$ cat src/rtl/implication_writer.sv
// Write-back stage of the BCP datapath: buffers implications from the unit
// clause evaluators and applies them to the variable assignment table.
// New assignments stream out as trail entries; a contradicting implication
// raises a conflict and flushes the buffer until the controller acknowledges.
//
// state       | meaning
// ------------+-------------------------------------------------------------
// ST_RUN      | accepting and draining implications
// ST_CONFLICT | contradiction seen; buffer flushed, waiting for conflict_ack
module implication_writer #(
    parameter int NUM_VARIABLE = 128,
    parameter int VAR_W        = 7,
    parameter int FIFO_DEPTH   = 8,
    parameter int CNT_W        = 4
) (
    input  logic                    clock,
    input  logic                    reset,
    input  logic                    impl_valid,
    input  logic [VAR_W-1:0]        impl_var,
    input  logic                    impl_val,
    output logic                    impl_ready,
    input  logic                    unassign_valid,
    input  logic [VAR_W-1:0]        unassign_var,
    input  logic                    conflict_ack,
    output logic [NUM_VARIABLE-1:0] var_assigned,
    output logic [NUM_VARIABLE-1:0] var_value,
    output logic                    trail_valid,
    output logic [VAR_W-1:0]        trail_var,
    output logic                    trail_val,
    output logic                    conflict,
    output logic [VAR_W-1:0]        conflict_var,
    output logic [CNT_W-1:0]        fifo_count,
    output logic                    busy
);

    localparam int PTR_W = $clog2(FIFO_DEPTH);

    typedef enum logic [0:0] {
        ST_RUN      = 1'b0,
        ST_CONFLICT = 1'b1
    } state_t;

    state_t state_q;
    state_t state_d;

    logic [VAR_W-1:0] mem_var [FIFO_DEPTH];
    logic             mem_val [FIFO_DEPTH];
    logic [PTR_W-1:0] wr_ptr;
    logic [PTR_W-1:0] rd_ptr;

    logic             push;
    logic             pop;
    logic             drain_en;
    logic             drain_new;
    logic             drain_dup;
    logic             drain_conf;
    logic [VAR_W-1:0] head_var;
    logic             head_val;
    logic             head_assigned;
    logic             head_cur_val;

    // State register
    always_ff @(posedge clock or posedge reset) begin
        if (reset) begin
            state_q <= ST_RUN;
        end else begin
            state_q <= state_d;
        end
    end

    // Next-state logic: a contradiction enters CONFLICT, only an ack leaves it
    always_comb begin
        state_d = state_q;
        case (state_q)
            ST_RUN: begin
                if (drain_conf) begin
                    state_d = ST_CONFLICT;
                end
            end
            ST_CONFLICT: begin
                if (conflict_ack) begin
                    state_d = ST_RUN;
                end
            end
            default: state_d = ST_RUN;
        endcase
    end

    // Output decode from the state and FIFO occupancy
    always_comb begin
        impl_ready = 1'b0;
        conflict   = 1'b0;
        busy       = (fifo_count != '0);
        case (state_q)
            ST_RUN: begin
                impl_ready = (fifo_count < CNT_W'(FIFO_DEPTH));
            end
            ST_CONFLICT: begin
                conflict = 1'b1;
            end
            default: begin
                impl_ready = 1'b0;
                conflict   = 1'b0;
            end
        endcase
    end

    // Head classification against the current table; unassign stalls the
    // drain so the head never sees a table that is being cleared this cycle
    always_comb begin
        head_var      = mem_var[rd_ptr];
        head_val      = mem_val[rd_ptr];
        head_assigned = var_assigned[head_var];
        head_cur_val  = var_value[head_var];
        push          = impl_valid & impl_ready;
        drain_en      = (state_q == ST_RUN) & (fifo_count != '0) & ~unassign_valid;
        drain_new     = drain_en & ~head_assigned;
        drain_dup     = drain_en & head_assigned & (head_cur_val == head_val);
        drain_conf    = drain_en & head_assigned & (head_cur_val != head_val);
        pop           = drain_new | drain_dup;
    end

    // FIFO storage; contents need no reset since occupancy gates every read
    always_ff @(posedge clock) begin
        if (push) begin
            mem_var[wr_ptr] <= impl_var;
            mem_val[wr_ptr] <= impl_val;
        end
    end

    // FIFO pointers and occupancy; a conflict discards everything, including
    // an implication pushed on the same edge
    always_ff @(posedge clock or posedge reset) begin
        if (reset) begin
            wr_ptr     <= '0;
            rd_ptr     <= '0;
            fifo_count <= '0;
        end else if (drain_conf) begin
            wr_ptr     <= '0;
            rd_ptr     <= '0;
            fifo_count <= '0;
        end else begin
            if (push) begin
                wr_ptr <= wr_ptr + PTR_W'(1);
            end
            if (pop) begin
                rd_ptr <= rd_ptr + PTR_W'(1);
            end
            case ({push, pop})
                2'b10:   fifo_count <= fifo_count + CNT_W'(1);
                2'b01:   fifo_count <= fifo_count - CNT_W'(1);
                default: fifo_count <= fifo_count;
            endcase
        end
    end

    // Assignment table: backtrack clears, new implications set
    always_ff @(posedge clock or posedge reset) begin
        if (reset) begin
            var_assigned <= '0;
            var_value    <= '0;
        end else if (unassign_valid) begin
            var_assigned[unassign_var] <= 1'b0;
            var_value[unassign_var]    <= 1'b0;
        end else if (drain_new) begin
            var_assigned[head_var] <= 1'b1;
            var_value[head_var]    <= head_val;
        end
    end

    // Trail output: one registered pulse per new assignment
    always_ff @(posedge clock or posedge reset) begin
        if (reset) begin
            trail_valid <= 1'b0;
            trail_var   <= '0;
            trail_val   <= 1'b0;
        end else begin
            trail_valid <= drain_new;
            if (drain_new) begin
                trail_var <= head_var;
                trail_val <= head_val;
            end
        end
    end

    // Conflict variable capture; held across ack for the controller to read
    always_ff @(posedge clock or posedge reset) begin
        if (reset) begin
            conflict_var <= '0;
        end else if (drain_conf) begin
            conflict_var <= head_var;
        end
    end

endmodule

$ cat config.mk
export PLATFORM = sky130hd
export DESIGN_NAME = implication_writer
export DESIGN_NICKNAME = d
export VERILOG_FILES = /design/src/rtl/implication_writer.sv
export SDC_FILE = /design/constraint.sdc
export NUM_CORES = 1
export LEC_CHECK = 0
export ABC_CLOCK_PERIOD_IN_PS = 11800
export BUFFER_PORTS_ARGS = -buffer_cell sky130_fd_sc_hd__buf_2
export CAP_MARGIN = 20
export CORE_ASPECT_RATIO = 1.5
export CORE_MARGIN = 2
export CORE_UTILIZATION = 57
export DETAILED_ROUTE_END_ITERATION = 16
export PLACE_DENSITY = 0.81
export SLEW_MARGIN = 20
export SYNTH_ARGS = -nofsm -noshare
export SYNTH_HDL_FRONTEND = slang
export SYNTH_SLANG_ARGS = --single-unit
$ cat constraint.sdc
create_clock -name clock -period 11.8 [get_ports clock]
set_clock_uncertainty 0.05 [all_clocks]
set_input_delay 2.36 -clock clock [delete_from_list [all_inputs] [get_ports clock]]
set_output_delay 2.36 -clock clock [all_outputs]
set_load 0.1 [all_outputs]
==> results.yml <==
global_routing:
  grt_pass1_vias: 15900
  grt_usage_pct: 40.8
  grt_first_pass_wirelength_um: 97900
  grt_max_degree: 135
  antenna_found_initial: 2
  gr-total-overflow: 0
clock_network:
  cts_tree: "built"
  clk_pin_slew_ps: 70
  hold_buffers: 0
  worstSkewPairLatency_ps: 540
  postCtsSetupRepairBufs: 0
  cts_resized: 0
  cts_made_buffers: 34
  clockRootBuffer: "clkbuf_16"
  clockBufferDepth: 3
  clock-sinks: 347
  cts_htree_levels: 2
finish:
  multi_input_area_um2: 7880
  fillCellCount: 2329
  fin_nets: 1927
  register_area_um2: 9000
  drive_gt1_share_pct: 27.2
  syn2layout_area_growth_pct: 15.7
worst_hold_path:
  hold_class: "flop to flop"
  worst_hold_path.num_cells: 2
sta:
  fin_crit_sh_pct: 53.9
  max_freq_ghz: 0.157
  slew_headroom_pct: 22.9
  tightestPinTransition_ps: 1160
  period_minus_slack_ps: 6360
  setup_violations: 0
  hold_viol_final: 0
  rsz0062_at_grt: "no"
  drv_slew: 0
  tns_ps: 0
die:
  die_w_um: 147
  num_io_pins: 299
  rows: 78
  start_util_pct: 57.9
  core_um2: 30300
  die_h_um: 219
  die-area_um2: 32200
worst_setup_path:
  cp-start-kind: "flop"
  arrival_ps: 6780
  r2r_cells: 14
  required_ps: 12220
  end_kind: "flop"
  worstSetupPathType: "flop to flop"
  crit_fanout: 42
drt:
  dr.first_iter.drc_count: 2328
  via_count: 16400
  wl_per_cell_um: 28.6
  wirelength_um: 66500
  drc_errors: 0
  postRouteAntennaNets: 0
  dr.pass1.iters: 7
  viasPerCell: 7.04
yosys:
  synth-edff-count: 64
  synth_nets: 1682
  syn_avg_cell_area_um2: 10.6
  syn_area_um2: 17500
  ys.flop_type: "dfrtp_1"
  synth.distinct_cells: 80
  ys_seq_area_share_pct: 51.4
  netlist_instances: 1657
  yosysWarnings: 0
  synthArstFlopShare_pct: 81.6
  synth_seq_cells: 347
job:
  cap_viol_max_count: 0
status:
  status: "completed"
placed_design:
  port_buffers: 298
  place_congestion: 0.956
  post-dp-hpwl_um: 46000
[kinds of logic after synthesis]
group	Yosys count	synth area share (%)
muxes	139	10.2
buffers and inverters	136	3.88
adders and majority gates	5	0.400
DFF	347	51.4
AOI/OAI and AO/OA	449	19.6
xor gates and xnor gates	4	0.200
and+or+nand+nor	577	14.3
[area by class of cell]
| type | count | area share, % |
|---|---|---|
| clock inverters | 13 | 0.722 |
| flip-flops and latches | 347 | 44.4 |
| diodes | 3 | 0.0370 |
| clock buffers | 45 | 4.56 |
| repair buffers | 330 | 8.59 |
| well taps | 400 | 2.47 |
| multi-input cells | 1174 | 38.9 |
| inverters | 15 | 0.327 |
[layer usage]
layer | vias up | track usage [%] | wire (um) | share of wire, %
met4 | 0 | 32.1 | 6480 | 9.7
met5 | - | 0 | 0 | 0
li1 | 6653 | - | - | -
met2 | 1465 | 63.9 | 30200 | 45
met3 | 455 | 11.0 | 8430 | 13
met1 | 7811 | 47.6 | 21400 | 32
[worst paths after layout]
path | from | to | slack, ps
max in group asynchronous | reset | var_assigned[43] | 8140
worst min-delay path | var_assigned[97] | var_assigned[97] | 460
worst min register to register | var_assigned[97] | var_assigned[97] | 460
worst max register to register | rd_ptr[2] | var_value[29] | 5440
worst max-delay path | rd_ptr[2] | var_value[29] | 5440
min in group asynchronous | reset | var_assigned[100] | 2000
[stage by stage]
stage          utilization [%]  cell area, um^2  setup WS (ps)  instances  hold slack, ps
4_1_cts                   66.8            20200           5690       2322             463
3_5_place_dp              63.3            19200           5730       2264             449
3_3_place_gp              63.3            19100           5880       2264             438
5_1_grt                   67.0            20300           5310       2326             482
6_report                  67.0            20300           5440       2327             463
2_1_floorplan                -            17500           1580       1657             556
[state kept, by name, summed over array words and instances, names as in the netlist]
| signal | cells |
|---|---|
| fifo_count | 4 |
| wr_ptr | 3 |
| var_value | 128 |
| mem_val | 8 |
| mem_var | 56 |
| state_q | 1 |
| trail_var | 7 |
| conflict_var | 7 |
| trail_val | 1 |
| rd_ptr | 3 |
| trail_valid | 1 |
| var_assigned | 128 |
[synthesized netlist by cell type (11+ instances only)]
cell | instances | share of area (%)
nand3_1 | 49 | 1.4
mux2i_1 | 75 | 4.3
clkbuf_1 | 60 | 1.3
a21oi_1 | 25 | 0.71
buf_4 | 14 | 0.60
o221a_2 | 55 | 3.5
nor2_1 | 147 | 3.2
buf_2 | 37 | 1.1
a21o_1 | 69 | 3.0
o31ai_1 | 40 | 1.7
o221ai_1 | 43 | 2.2
or3_1 | 18 | 0.64
o21ai_0 | 112 | 3.2
o22ai_1 | 11 | 0.39
o221a_1 | 18 | 1.2
nor3_1 | 36 | 1.0
inv_1 | 12 | 0.26
edfxtp_1 | 64 | 11
nand2b_1 | 18 | 0.64
dfrtp_1 | 283 | 40
nand2_1 | 268 | 5.7
mux4_2 | 28 | 3.6
mux2_2 | 27 | 1.7
[worst max-delay path, cell delays in order, from the launching register on]
cell and delay (ps):
dfrtp_1 320, buf_4 380, mux2i_1 270, mux4_2 780
buf_4 560, mux2i_1 150, mux4_2 480, a32oi_1 410
o2111ai_2 250, o41ai_4 610, buf_4 590, or3_1 310
buf_4 340, nand2b_1 430, o221a_2 270
[placed cells by master (no fill, tap or decap), types with 5 or more instances in the layout]
cell / Yosys / layout
clkbuf_16: 0 / 35
nor3_1: 36 / 33
o211ai_1: 8 / 8
clkbuf_1: 60 / 9
a32oi_1: 9 / 9
clkinv_2: 0 / 5
nor2_1: 147 / 140
nor3_2: 2 / 5
mux2_2: 27 / 27
a21oi_1: 25 / 25
o31ai_1: 40 / 40
mux4_2: 28 / 28
o21ai_1: 5 / 5
dfrtp_1: 283 / 283
o221a_2: 55 / 55
o22ai_1: 11 / 11
nand2b_1: 18 / 18
mux2_1: 7 / 7
a31oi_1: 9 / 9
or3_1: 18 / 18
o221a_1: 18 / 18
inv_1: 12 / 11
buf_4: 14 / 29
nand2_1: 268 / 268
o21ai_0: 112 / 112
or2_2: 7 / 7
nand3_1: 49 / 49
mux2i_1: 75 / 75
edfxtp_1: 64 / 64
buf_2: 37 / 299
a21o_1: 69 / 69
o221ai_1: 43 / 43
Power is not shown: default switching activity piles up to over one toggle a cycle in this logic, so the estimate is an artifact.
